--- config.mk ---
export PLATFORM = sky130hd
export DESIGN_NAME = smpc_pad_scanner_flat
export DESIGN_NICKNAME = d
export VERILOG_FILES = /design/src/rtl/smpc_pad_scanner_if.sv /design/src/rtl/smpc_pad_scanner.sv /design/src/flat_wrapper.sv
export SDC_FILE = /design/constraint.sdc
export NUM_CORES = 1
export LEC_CHECK = 0
export BUFFER_PORTS_ARGS = -buffer_cell sky130_fd_sc_hd__buf_2
export CORE_MARGIN = 2
export CORE_UTILIZATION = 42
export DETAILED_ROUTE_END_ITERATION = 12
export SLEW_MARGIN = 10
export SYNTH_ARGS = -nofsm -noshare
export SYNTH_HDL_FRONTEND = slang
export SYNTH_SLANG_ARGS = --single-unit
--- constraint.sdc ---
create_clock -name CLK -period 2.4 [get_ports CLK]
set_clock_uncertainty 0.2 [all_clocks]
set_input_delay 0.36 -clock CLK [delete_from_list [all_inputs] [get_ports CLK]]
set_output_delay 0.36 -clock CLK [all_outputs]
set_load 0.02 [all_outputs]
--- src/rtl/smpc_pad_scanner_if.sv ---
// SMPC pad scanner bus: core-side control/results plus the P1/P2 pin groups.
// The master side is the SMPC core together with the pins; the scanner is the slave.
interface smpc_pad_scanner_if;
    logic        CE;
    logic        REQ;
    logic        ABORT;
    logic [1:0]  PORT_EN;
    logic [6:0]  P1I;
    logic [6:0]  P2I;
    logic [6:0]  P1O;
    logic [6:0]  P1OE;
    logic [6:0]  P2O;
    logic [6:0]  P2OE;
    logic        BUSY;
    logic        DONE;
    logic [7:0]  STAT1;
    logic [7:0]  ID1;
    logic [15:0] DATA1;
    logic [7:0]  STAT2;
    logic [7:0]  ID2;
    logic [15:0] DATA2;

    modport master (
        output CE, REQ, ABORT, PORT_EN, P1I, P2I,
        input  P1O, P1OE, P2O, P2OE, BUSY, DONE,
        input  STAT1, ID1, DATA1, STAT2, ID2, DATA2
    );

    modport slave (
        input  CE, REQ, ABORT, PORT_EN, P1I, P2I,
        output P1O, P1OE, P2O, P2OE, BUSY, DONE,
        output STAT1, ID1, DATA1, STAT2, ID2, DATA2
    );
endinterface

--- src/rtl/smpc_pad_scanner.sv ---
// SMPC digital pad scanner: walks TH/TR through four phases per port,
// samples each nibble and publishes status/ID/buttons atomically at scan end.
module smpc_pad_scanner #(
    parameter int unsigned SETTLE_CYC = 16
) (
    input  logic CLK,
    input  logic RST_N,
    smpc_pad_scanner_if.slave bus
);

    typedef enum logic [1:0] {
        ST_IDLE,
        ST_SETTLE,
        ST_SAMPLE,
        ST_DONE
    } state_t;

    localparam logic [7:0] CNT_LD = 8'(SETTLE_CYC);
    localparam logic [6:0] PIN_REL = 7'h60;
    localparam logic [6:0] OE_SEL = 7'h60;

    state_t            state_q, state_d;
    logic [1:0]        phase_q, phase_d;
    logic              port_q, port_d;
    logic [7:0]        cnt_q, cnt_d;
    logic [11:0]       cap_q, cap_d;
    logic [1:0]        sh_ok_q, sh_ok_d;
    logic [1:0][15:0]  sh_dat_q, sh_dat_d;
    logic [1:0]        out_ok_q, out_ok_d;
    logic [1:0][15:0]  out_dat_q, out_dat_d;
    logic              busy_q, busy_d;
    logic              done_q, done_d;
    logic [6:0]        p1o_q, p1o_d, p1oe_q, p1oe_d;
    logic [6:0]        p2o_q, p2o_d, p2oe_q, p2oe_d;
    logic [6:0]        p1_m_q, p1_s_q, p2_m_q, p2_s_q;
    logic [3:0]        nib;
    logic              pad_ok;

    // Two-flop pin synchronizers, free-running on CLK.
    always_ff @(posedge CLK or negedge RST_N) begin
        if (!RST_N) begin
            p1_m_q <= '0;
            p1_s_q <= '0;
            p2_m_q <= '0;
            p2_s_q <= '0;
        end else begin
            p1_m_q <= bus.P1I;
            p1_s_q <= p1_m_q;
            p2_m_q <= bus.P2I;
            p2_s_q <= p2_m_q;
        end
    end

    // Scan state, shadows, published results and pin drivers.
    always_ff @(posedge CLK or negedge RST_N) begin
        if (!RST_N) begin
            state_q   <= ST_IDLE;
            phase_q   <= '0;
            port_q    <= 1'b0;
            cnt_q     <= '0;
            cap_q     <= '1;
            sh_ok_q   <= '0;
            sh_dat_q  <= '1;
            out_ok_q  <= '0;
            out_dat_q <= '1;
            busy_q    <= 1'b0;
            done_q    <= 1'b0;
            p1o_q     <= PIN_REL;
            p1oe_q    <= '0;
            p2o_q     <= PIN_REL;
            p2oe_q    <= '0;
        end else begin
            state_q   <= state_d;
            phase_q   <= phase_d;
            port_q    <= port_d;
            cnt_q     <= cnt_d;
            cap_q     <= cap_d;
            sh_ok_q   <= sh_ok_d;
            sh_dat_q  <= sh_dat_d;
            out_ok_q  <= out_ok_d;
            out_dat_q <= out_dat_d;
            busy_q    <= busy_d;
            done_q    <= done_d;
            p1o_q     <= p1o_d;
            p1oe_q    <= p1oe_d;
            p2o_q     <= p2o_d;
            p2oe_q    <= p2oe_d;
        end
    end

    // Next-state: sequencing, nibble capture, port wrap-up, pin select.
    always_comb begin
        state_d   = state_q;
        phase_d   = phase_q;
        port_d    = port_q;
        cnt_d     = cnt_q;
        cap_d     = cap_q;
        sh_ok_d   = sh_ok_q;
        sh_dat_d  = sh_dat_q;
        out_ok_d  = out_ok_q;
        out_dat_d = out_dat_q;
        busy_d    = busy_q;
        done_d    = done_q;
        nib       = port_q ? p2_s_q[3:0] : p1_s_q[3:0];
        pad_ok    = (nib[2:0] == 3'b100);

        if (bus.CE) begin
            done_d = 1'b0;
            if (bus.ABORT && state_q != ST_IDLE) begin
                state_d = ST_IDLE;
                busy_d  = 1'b0;
            end else begin
                unique case (state_q)
                    ST_IDLE: begin
                        if (bus.REQ && !bus.ABORT) begin
                            busy_d   = 1'b1;
                            sh_ok_d  = '0;
                            sh_dat_d = '1;
                            phase_d  = 2'd0;
                            cnt_d    = CNT_LD;
                            port_d   = ~bus.PORT_EN[0];
                            state_d  = (bus.PORT_EN == 2'b00) ? ST_DONE : ST_SETTLE;
                        end
                    end
                    ST_SETTLE: begin
                        if (cnt_q == 8'd0) state_d = ST_SAMPLE;
                        else cnt_d = cnt_q - 8'd1;
                    end
                    ST_SAMPLE: begin
                        if (phase_q != 2'd3) begin
                            // Nibbles shift in so ph0 lands in the top nibble.
                            cap_d   = {cap_q[7:0], nib};
                            phase_d = phase_q + 2'd1;
                            cnt_d   = CNT_LD;
                            state_d = ST_SETTLE;
                        end else begin
                            // Last phase doubles as port wrap-up: ID check and hand-off.
                            sh_ok_d[port_q]  = pad_ok;
                            sh_dat_d[port_q] = pad_ok ? {cap_q, nib[3], 3'b111} : 16'hFFFF;
                            if (!port_q && bus.PORT_EN[1]) begin
                                port_d  = 1'b1;
                                phase_d = 2'd0;
                                cnt_d   = CNT_LD;
                                state_d = ST_SETTLE;
                            end else begin
                                state_d = ST_DONE;
                            end
                        end
                    end
                    ST_DONE: begin
                        out_ok_d  = sh_ok_q;
                        out_dat_d = sh_dat_q;
                        done_d    = 1'b1;
                        busy_d    = 1'b0;
                        state_d   = ST_IDLE;
                    end
                    default: state_d = ST_IDLE;
                endcase
            end
        end

        p1o_d  = PIN_REL;
        p1oe_d = '0;
        p2o_d  = PIN_REL;
        p2oe_d = '0;
        if (state_d == ST_SETTLE || state_d == ST_SAMPLE) begin
            if (port_d) begin
                p2o_d  = {phase_d, 5'b0};
                p2oe_d = OE_SEL;
            end else begin
                p1o_d  = {phase_d, 5'b0};
                p1oe_d = OE_SEL;
            end
        end
    end

    assign bus.BUSY  = busy_q;
    assign bus.DONE  = done_q;
    assign bus.P1O   = p1o_q;
    assign bus.P1OE  = p1oe_q;
    assign bus.P2O   = p2o_q;
    assign bus.P2OE  = p2oe_q;
    assign bus.STAT1 = out_ok_q[0] ? 8'hF1 : 8'hF0;
    assign bus.ID1   = out_ok_q[0] ? 8'h02 : 8'hFF;
    assign bus.DATA1 = out_dat_q[0];
    assign bus.STAT2 = out_ok_q[1] ? 8'hF1 : 8'hF0;
    assign bus.ID2   = out_ok_q[1] ? 8'h02 : 8'hFF;
    assign bus.DATA2 = out_dat_q[1];

endmodule

--- src/flat_wrapper.sv ---
// flat-port wrapper written by rule: the top's interface ports become plain ports
module smpc_pad_scanner_flat 
#(
    parameter int unsigned SETTLE_CYC = 16
)
  (CLK, RST_N, bus_CE, bus_REQ, bus_ABORT, bus_PORT_EN, bus_P1I, bus_P2I, bus_P1O, bus_P1OE, bus_P2O, bus_P2OE, bus_BUSY, bus_DONE, bus_STAT1, bus_ID1, bus_DATA1, bus_STAT2, bus_ID2, bus_DATA2);
  smpc_pad_scanner_if bus_i ();
  input  logic CLK;
  input  logic RST_N;
  input wire logic [$bits(bus_i.CE)-1:0] bus_CE;
  input wire logic [$bits(bus_i.REQ)-1:0] bus_REQ;
  input wire logic [$bits(bus_i.ABORT)-1:0] bus_ABORT;
  input wire logic [$bits(bus_i.PORT_EN)-1:0] bus_PORT_EN;
  input wire logic [$bits(bus_i.P1I)-1:0] bus_P1I;
  input wire logic [$bits(bus_i.P2I)-1:0] bus_P2I;
  output wire logic [$bits(bus_i.P1O)-1:0] bus_P1O;
  output wire logic [$bits(bus_i.P1OE)-1:0] bus_P1OE;
  output wire logic [$bits(bus_i.P2O)-1:0] bus_P2O;
  output wire logic [$bits(bus_i.P2OE)-1:0] bus_P2OE;
  output wire logic [$bits(bus_i.BUSY)-1:0] bus_BUSY;
  output wire logic [$bits(bus_i.DONE)-1:0] bus_DONE;
  output wire logic [$bits(bus_i.STAT1)-1:0] bus_STAT1;
  output wire logic [$bits(bus_i.ID1)-1:0] bus_ID1;
  output wire logic [$bits(bus_i.DATA1)-1:0] bus_DATA1;
  output wire logic [$bits(bus_i.STAT2)-1:0] bus_STAT2;
  output wire logic [$bits(bus_i.ID2)-1:0] bus_ID2;
  output wire logic [$bits(bus_i.DATA2)-1:0] bus_DATA2;
  assign bus_i.CE = bus_CE;
  assign bus_i.REQ = bus_REQ;
  assign bus_i.ABORT = bus_ABORT;
  assign bus_i.PORT_EN = bus_PORT_EN;
  assign bus_i.P1I = bus_P1I;
  assign bus_i.P2I = bus_P2I;
  assign bus_P1O = bus_i.P1O;
  assign bus_P1OE = bus_i.P1OE;
  assign bus_P2O = bus_i.P2O;
  assign bus_P2OE = bus_i.P2OE;
  assign bus_BUSY = bus_i.BUSY;
  assign bus_DONE = bus_i.DONE;
  assign bus_STAT1 = bus_i.STAT1;
  assign bus_ID1 = bus_i.ID1;
  assign bus_DATA1 = bus_i.DATA1;
  assign bus_STAT2 = bus_i.STAT2;
  assign bus_ID2 = bus_i.ID2;
  assign bus_DATA2 = bus_i.DATA2;
  smpc_pad_scanner #(.SETTLE_CYC(SETTLE_CYC)) u_core (.CLK(CLK), .RST_N(RST_N), .bus(bus_i));
endmodule
# [Yosys cells after proc, flatten, opt, wreduce, memory -nomap -nowiden]
# Index checks and enable logic that the tools add are counted.
[op_classes] reduce_logical=19 mux=56 bitwise=2 add_sub_neg=2 n_lt_le_gt_ge=2 eq_ne=12
[ops] operator="two-way mux 32 bit" n=2
[ops] operator="case mux 32 bit (2 select lines)" n=1
[ops] operator="two-way mux 7 bit" n=8
[ops] operator="two-way mux 8 bit" n=6
[ops] operator="bitwise mux 32 bit" n=1
[ops] operator="two-way mux 16 bit" n=2
[ops] operator="two-way mux 2 bit" n=14
[ops] operator="case mux 8 bit (3 select lines)" n=1
[ops] operator="demux 16 bit (select 1 bit)" n=1
[ops] operator="two-way mux 1 bit" n=12
[ops] operator="zero test 8 bit" n=1
[ops] operator="case mux 2 bit (2 select lines)" n=2
[ops] operator="case mux 2 bit (4 select lines)" n=1
[ops] operator="subtractor 8 x 1 -> 8 bit, second input constant" n=1
[ops] operator="== test 2 bit, second input constant" n=3
[ops] operator="inequality test 2 bit, second input constant" n=3
[ops] operator="inequality test 3 x 1 -> 1 bit, second input constant" n=2
[ops] operator="AND reduction 3 bit" n=2
[ops] operator="AND reduction 6 bit" n=1
[ops] operator="nonzero test 3 bit" n=2
[ops] operator="AND reduction 5 bit" n=1
[ops] operator="== test 2 x 1 -> 1 bit, second input constant" n=2
[ops] operator="logical AND 1 bit" n=4
[ops] operator="zero test 2 bit" n=2
[ops] operator="14 further kinds" n=18
[totals] word_cells=114 out_inout_bits=94 input_bits=21 ff_bits=139

# [Longest topological paths before layout]
[depth] ltp_word=10 depth_mapped=9 mapped_depth_nobuf=7

# [Least setup slack after synthesis]
# OpenSTA, ideal clock, no wires.
[synth_path] path_kind="register to register" start="register u_core.state_q[1]" end="register u_core.p2oe_q[5] (netlist: u_core.bus.P2OE[5])" setup_ns=0.120 path_stages_with_launch=9 slack_ns=0.205 required_ns=2.080 path_buffers=1 period_less_slack_ns=2.195 arrival_time_ns=1.875 path_cell_list="dfrtp_1 inv_1 ha_1 clkbuf_2 nand2b_1 a22oi_2 a211o_1 or3b_4 and3_1"
[synth_between] elab_chain_cells=7 elab_cells_between_ends=19 cone_classes="5 x eq/ne; 10 x mux; 4 x reduce/logical"
[synth_lines] element="start: declaration" line="smpc_pad_scanner.sv:22" text="state_t state_q, state_d;"
[synth_lines] element="start signal: assignment" line="smpc_pad_scanner.sv:73" text="state_q <= state_d;"
[synth_lines] element="== test 2 bit, or another cell as far along" line="smpc_pad_scanner.sv:113" text="unique case (state_q)"
[synth_lines] element="case mux 2 bit (4 select lines) / logical AND 1 bit (equally long branches)" line="smpc_pad_scanner.sv:113, smpc_pad_scanner.sv:109"
[synth_lines] element="two-way mux 2 bit" line="smpc_pad_scanner.sv:109" text="if (bus.ABORT && state_q != ST_IDLE) begin"
[synth_lines] element="two-way mux 2 bit" line="smpc_pad_scanner.sv:107" text="if (bus.CE) begin"
[synth_lines] element="== test 2 x 1 -> 1 bit / == test 2 bit (equally long branches)" line="smpc_pad_scanner.sv:166" text="if (state_d == ST_SETTLE || state_d == ST_SAMPLE) begin"
[synth_lines] element="logical OR 1 bit" line="smpc_pad_scanner.sv:166"
[synth_lines] element="two-way mux 7 bit (*)" line="smpc_pad_scanner.sv:166"
[synth_lines] element="via u_core.p2oe_d[5]" line="smpc_pad_scanner.sv:34" text="logic [6:0] p2o_q, p2o_d, p2oe_q, p2oe_d;"
[synth_lines] element="end signal: assignment" line="smpc_pad_scanner.sv:87" text="p2oe_q <= p2oe_d;"
[synth_lines] element="end: declaration" line="smpc_pad_scanner.sv:34"
# The timed path passes the listed nets; every way through them passes the cells marked *.
# A chain may end at the register's enable or synchronous reset.

# [Worst setup path in the final report]
[layout_path] start="register u_core.state_q[0]" end="register u_core.p2oe_q[5] (netlist: u_core.bus.P2OE[5])"
# The elaborated chain is that of the path after synthesis.

==> load_flow_metrics.sql <==
INSERT INTO impl_metrics (metric_group, metric, value, unit) VALUES
('power_and_ir_drop', 'p_int', '4780', 'µW'),
('critical_path', 'cp_data_required_time', '2430', 'ps'),
('run_status', 'run_status', 'finished clean', ''),
('critical_path', 'critical_path.reg2reg.startpoint', 'u_core.state_q[0]', ''),
('clocking', 'clock_tree.root_cell', 'sky130_fd_sc_hd__clkbuf_16', ''),
('power_and_ir_drop', 'netSwitchingFraction', '33.2', '%'),
('critical_path', 'critical_path.cell_chain', 'inv_1 > ha_1 > nand2_4 > o21ba_1 > a211o_1 > or3b_4 > and3_1', ''),
('place', 'place.detailed.hpwl', '5.89', 'mm'),
('timing', 'maxClockFrequency', '444', 'MHz'),
('clocking', 'clock_tree.htree_level_count', '3', ''),
('floorplan', 'die-width', '112', 'µm'),
('power_and_ir_drop', 'ir_drop', '0.610', 'mV'),
('timing', 'final_report_max_slew_violation_count', '0', ''),
('clocking', 'cts.clk_slew.worst_paths', '70', 'ps'),
('timing', 'timing.slew.headroom', '60.9', '%'),
('critical_path', 'crit_path_start_kind', 'flop', ''),
('floorplan', 'start_util', '43.0', '%'),
('timing', 'worst_hold_check_slack', '143', 'ps'),
('routing', 'starting_drc_count_in_detailed_routing', '132', ''),
('timing', 'finalCritPeriodShare', '93.9', '%'),
('yosys', 'synth_area_per_cell', '11.9', 'µm²'),
('yosys', 'largest_family_of_logic_cells_by_synthesized_area', 'buffers and inverters', ''),
('floorplan', 'die-area', '0.0125', 'mm²'),
('run', 'maxCapViolCount', '0', ''),
('clocking', 'cts_inserted_buffers', '9', ''),
('critical_path', 'worstPathMaxFanout', '6', ''),
('timing', 'max_slew.worst_pin.slew', '585', 'ps'),
('yosys', 'postSynthCellCount', '410', ''),
('timing', 'setup_slack', '147', 'ps'),
('place', 'place.port_buffers', '72', ''),
('yosys', 'synth_compound_gate_area_share', '7.97', '%'),
('global_route', 'grt_pass1_wl', '14.2', 'mm'),
('critical_path', 'r2r-end', 'u_core.bus.P2OE[5]', ''),
('power_and_ir_drop', 'clock_power_share', '22.6', '%'),
('timing', 'timing_hold_violations_final', '0', ''),
('min_path', 'min_from', 'bus_CE', ''),
('yosys', 'synth-seq-area-share', '57.7', '%'),
('clocking', 'clock-sinks', '109', ''),
('clocking', 'ctsLongestPathBuffers', '2', ''),
('routing', 'wl', '8.48', 'mm'),
('yosys', 'synth_mux_area_share', '10.1', '%'),
('clocking', 'cts_tree', 'built', ''),
('timing', 'fin_tns_setup', '0', 'ps'),
('yosys', 'synth_enable_flop_cells', '0', ''),
('critical_path', 'arrival', '2280', 'ps'),
('floorplan', 'io_pins', '115', ''),
('min_path', 'timing.hold.worst_endpoint', 'u_core.bus.DONE', ''),
('timing', 'finalSetupViolCount', '0', ''),
('power_and_ir_drop', 'total_leakage_power', '0.00258', 'µW'),
('global_route', 'gr-usage-all-layers', '14.2', '%'),
('routing', 'wire_per_inst', '13.4', 'µm'),
('floorplan', 'coreArea', '0.0114', 'mm²'),
('power_and_ir_drop', 'power-per-cell-area', '1270', 'mW/mm²'),
('yosys', 'synth.distinct_cells', '56', ''),
('yosys', 'ys_dominant_reg_cell', 'sky130_fd_sc_hd__dfstp_2', ''),
('timing', 'finalCriticalPeriod', '2250', 'ps'),
('yosys', 'area_share_of_xor_xnor_cells_in_the_synthesized_design', '0.897', '%'),
('critical_path', 'slowest_delay', '420', 'ps'),
('min_path', 'timing.hold.worst.class', 'input pin to flop', ''),
('floorplan', 'rows', '39', ''),
('critical_path', 'timing.critical_path.slowest_stage_cell', 'sky130_fd_sc_hd__or3b_4', ''),
('yosys', 'synthArstFlopShare', '100', '%'),
('place', 'final_wtd_congestion', '0.824', ''),
('yosys', 'synthesis.area', '0.00488', 'mm²'),
('critical_path', 'r2r_cells', '7', ''),
('min_path', 'hold_path_depth', '2', ''),
('final_layout', 'mostFrequentLayoutCell', 'sky130_fd_sc_hd__dfstp_2', ''),
('floorplan', 'die_height', '112', 'µm'),
('final_layout', 'drive_gt1_share', '45.3', '%'),
('global_route', 'first_global_vias', '2973', ''),
('critical_path', 'crit_type', 'flop to flop', '');
==> power groups by stage <==
stage / sequential, µW / clock, µW / combinational, µW
6_report: 3160 / 1620 / 2380
3_5_place_dp: 3200 / 0 / 2380
5_1_grt: 3260 / 1750 / 2600
4_1_cts: 3170 / 1680 / 2400
2_1_floorplan: 3520 / 0 / 1420
3_3_place_gp: 3170 / 0 / 2330
==> cell usage after synthesis (all sizes together), types with 2 or more instances <==
master / number / area share (%)
nor2: 34 / 2.6
a22o: 2 / 0.36
buf: 65 / 9.7
nand2b: 7 / 0.90
clkbuf: 2 / 0.18
or3b: 2 / 0.41
ha: 6 / 1.5
o2111a: 2 / 0.49
or2b: 2 / 0.31
a21oi: 16 / 1.9
dfstp: 72 / 39
nand3: 9 / 1.0
nor2b: 4 / 0.51
inv: 15 / 1.2
xor2: 5 / 0.90
nor4: 2 / 0.38
a21boi: 2 / 0.31
o21ai: 25 / 2.6
o31ai: 2 / 0.31
nand4b: 2 / 0.36
nor3: 2 / 0.20
dfrtp: 37 / 19
nand2: 26 / 2.2
mux2i: 6 / 1.2
mux2: 38 / 8.9
a21o: 3 / 0.46
nor3b: 2 / 0.31
conb: 2 / 0.15
==> logic make-up after synthesis <==
logic type / count (synthesis)
XOR/XNOR: 5
buffers and inverters: 82
AND/OR/NAND/NOR: 101
flip-flops: 109
other: 2
multiplexers: 44
AO/OA/AOI/OAI: 61
adder cells (fa/ha/maj): 6
==> critical path: cells and delay by family, from the launching register on <==
family,cells,cell delay [ps]
AND/OR/NAND/NOR,3,690
AO/OA/AOI/OAI,2,490
flip-flops,1,380
adder cells (fa/ha/maj),1,290
buffers and inverters,1,80
==> worst max-delay path by stage <==
| stage | from | endpoint | cells past startpoint |
|---|---|---|---|
| after global routing | u_core.state_q[0] | u_core.bus.P1OE[5] | 7 |
| after floorplan | u_core.state_q[1] | u_core.bus.P2OE[5] | 8 |
| after detailed placement | u_core.state_q[1] | u_core.bus.P2OE[5] | 7 |
| final | u_core.state_q[0] | u_core.bus.P2OE[5] | 7 |
| after CTS | u_core.state_q[1] | u_core.bus.P2OE[5] | 7 |
| after global placement | u_core.state_q[1] | u_core.bus.P2OE[5] | 7 |
==> what timing repair did <==
item / CTS / global route
hold endpoints to repair: 13 / 0
endpoints found under the setup margin: 0 / 2
resized for setup: 0 / 1
setup buffers: 0 / 0
hold buffers: 9 / 0
==> stage by stage <==
stage | total power, µW | area, µm² | cells | util, %
final | 7160 | 5640 | 631 | 49.6
after global routing | 7610 | 5640 | 631 | 49.6
after CTS | 7260 | 5640 | 631 | 49.6
after detailed placement | 5580 | 5210 | 606 | 45.8
after global placement | 5500 | 5210 | 606 | 45.8
after floorplan | 4940 | 5010 | 444 | -
==> flip-flops by register name, summed over array words and instances, names as in the netlist, 4 cells and up <==
| signal | flops |
|---|---|
| u_core.p2_s_q | 4 |
| u_core.cap_q | 12 |
| u_core.p1_s_q | 4 |
| u_core.p1_m_q | 4 |
| u_core.sh_dat_q | 28 |
| u_core.bus.DATA2 | 14 |
| u_core.cnt_q | 8 |
| u_core.p2_m_q | 4 |
| u_core.bus.DATA1 | 14 |
==> area by class of cell <==
cell class              instances  area, µm²
multi-input cells             253       1660
clock inverters                 4       77.6
repair buffers                 95        596
inverters                      15       56.3
clock buffers                  12        256
flip-flops and latches        109       2820
fillers                      1029       5730
well taps                     143        179
==> metal layers <==
metal	global-route usage, %	wire [µm]	vias to the layer above
met5	0	0	-
met4	5.93	138	0
met3	3.48	370	10
met2	23.6	4120	84
met1	17.8	3850	1447
li1	-	-	1434
Note: power is estimated with default switching activity, not from simulation.
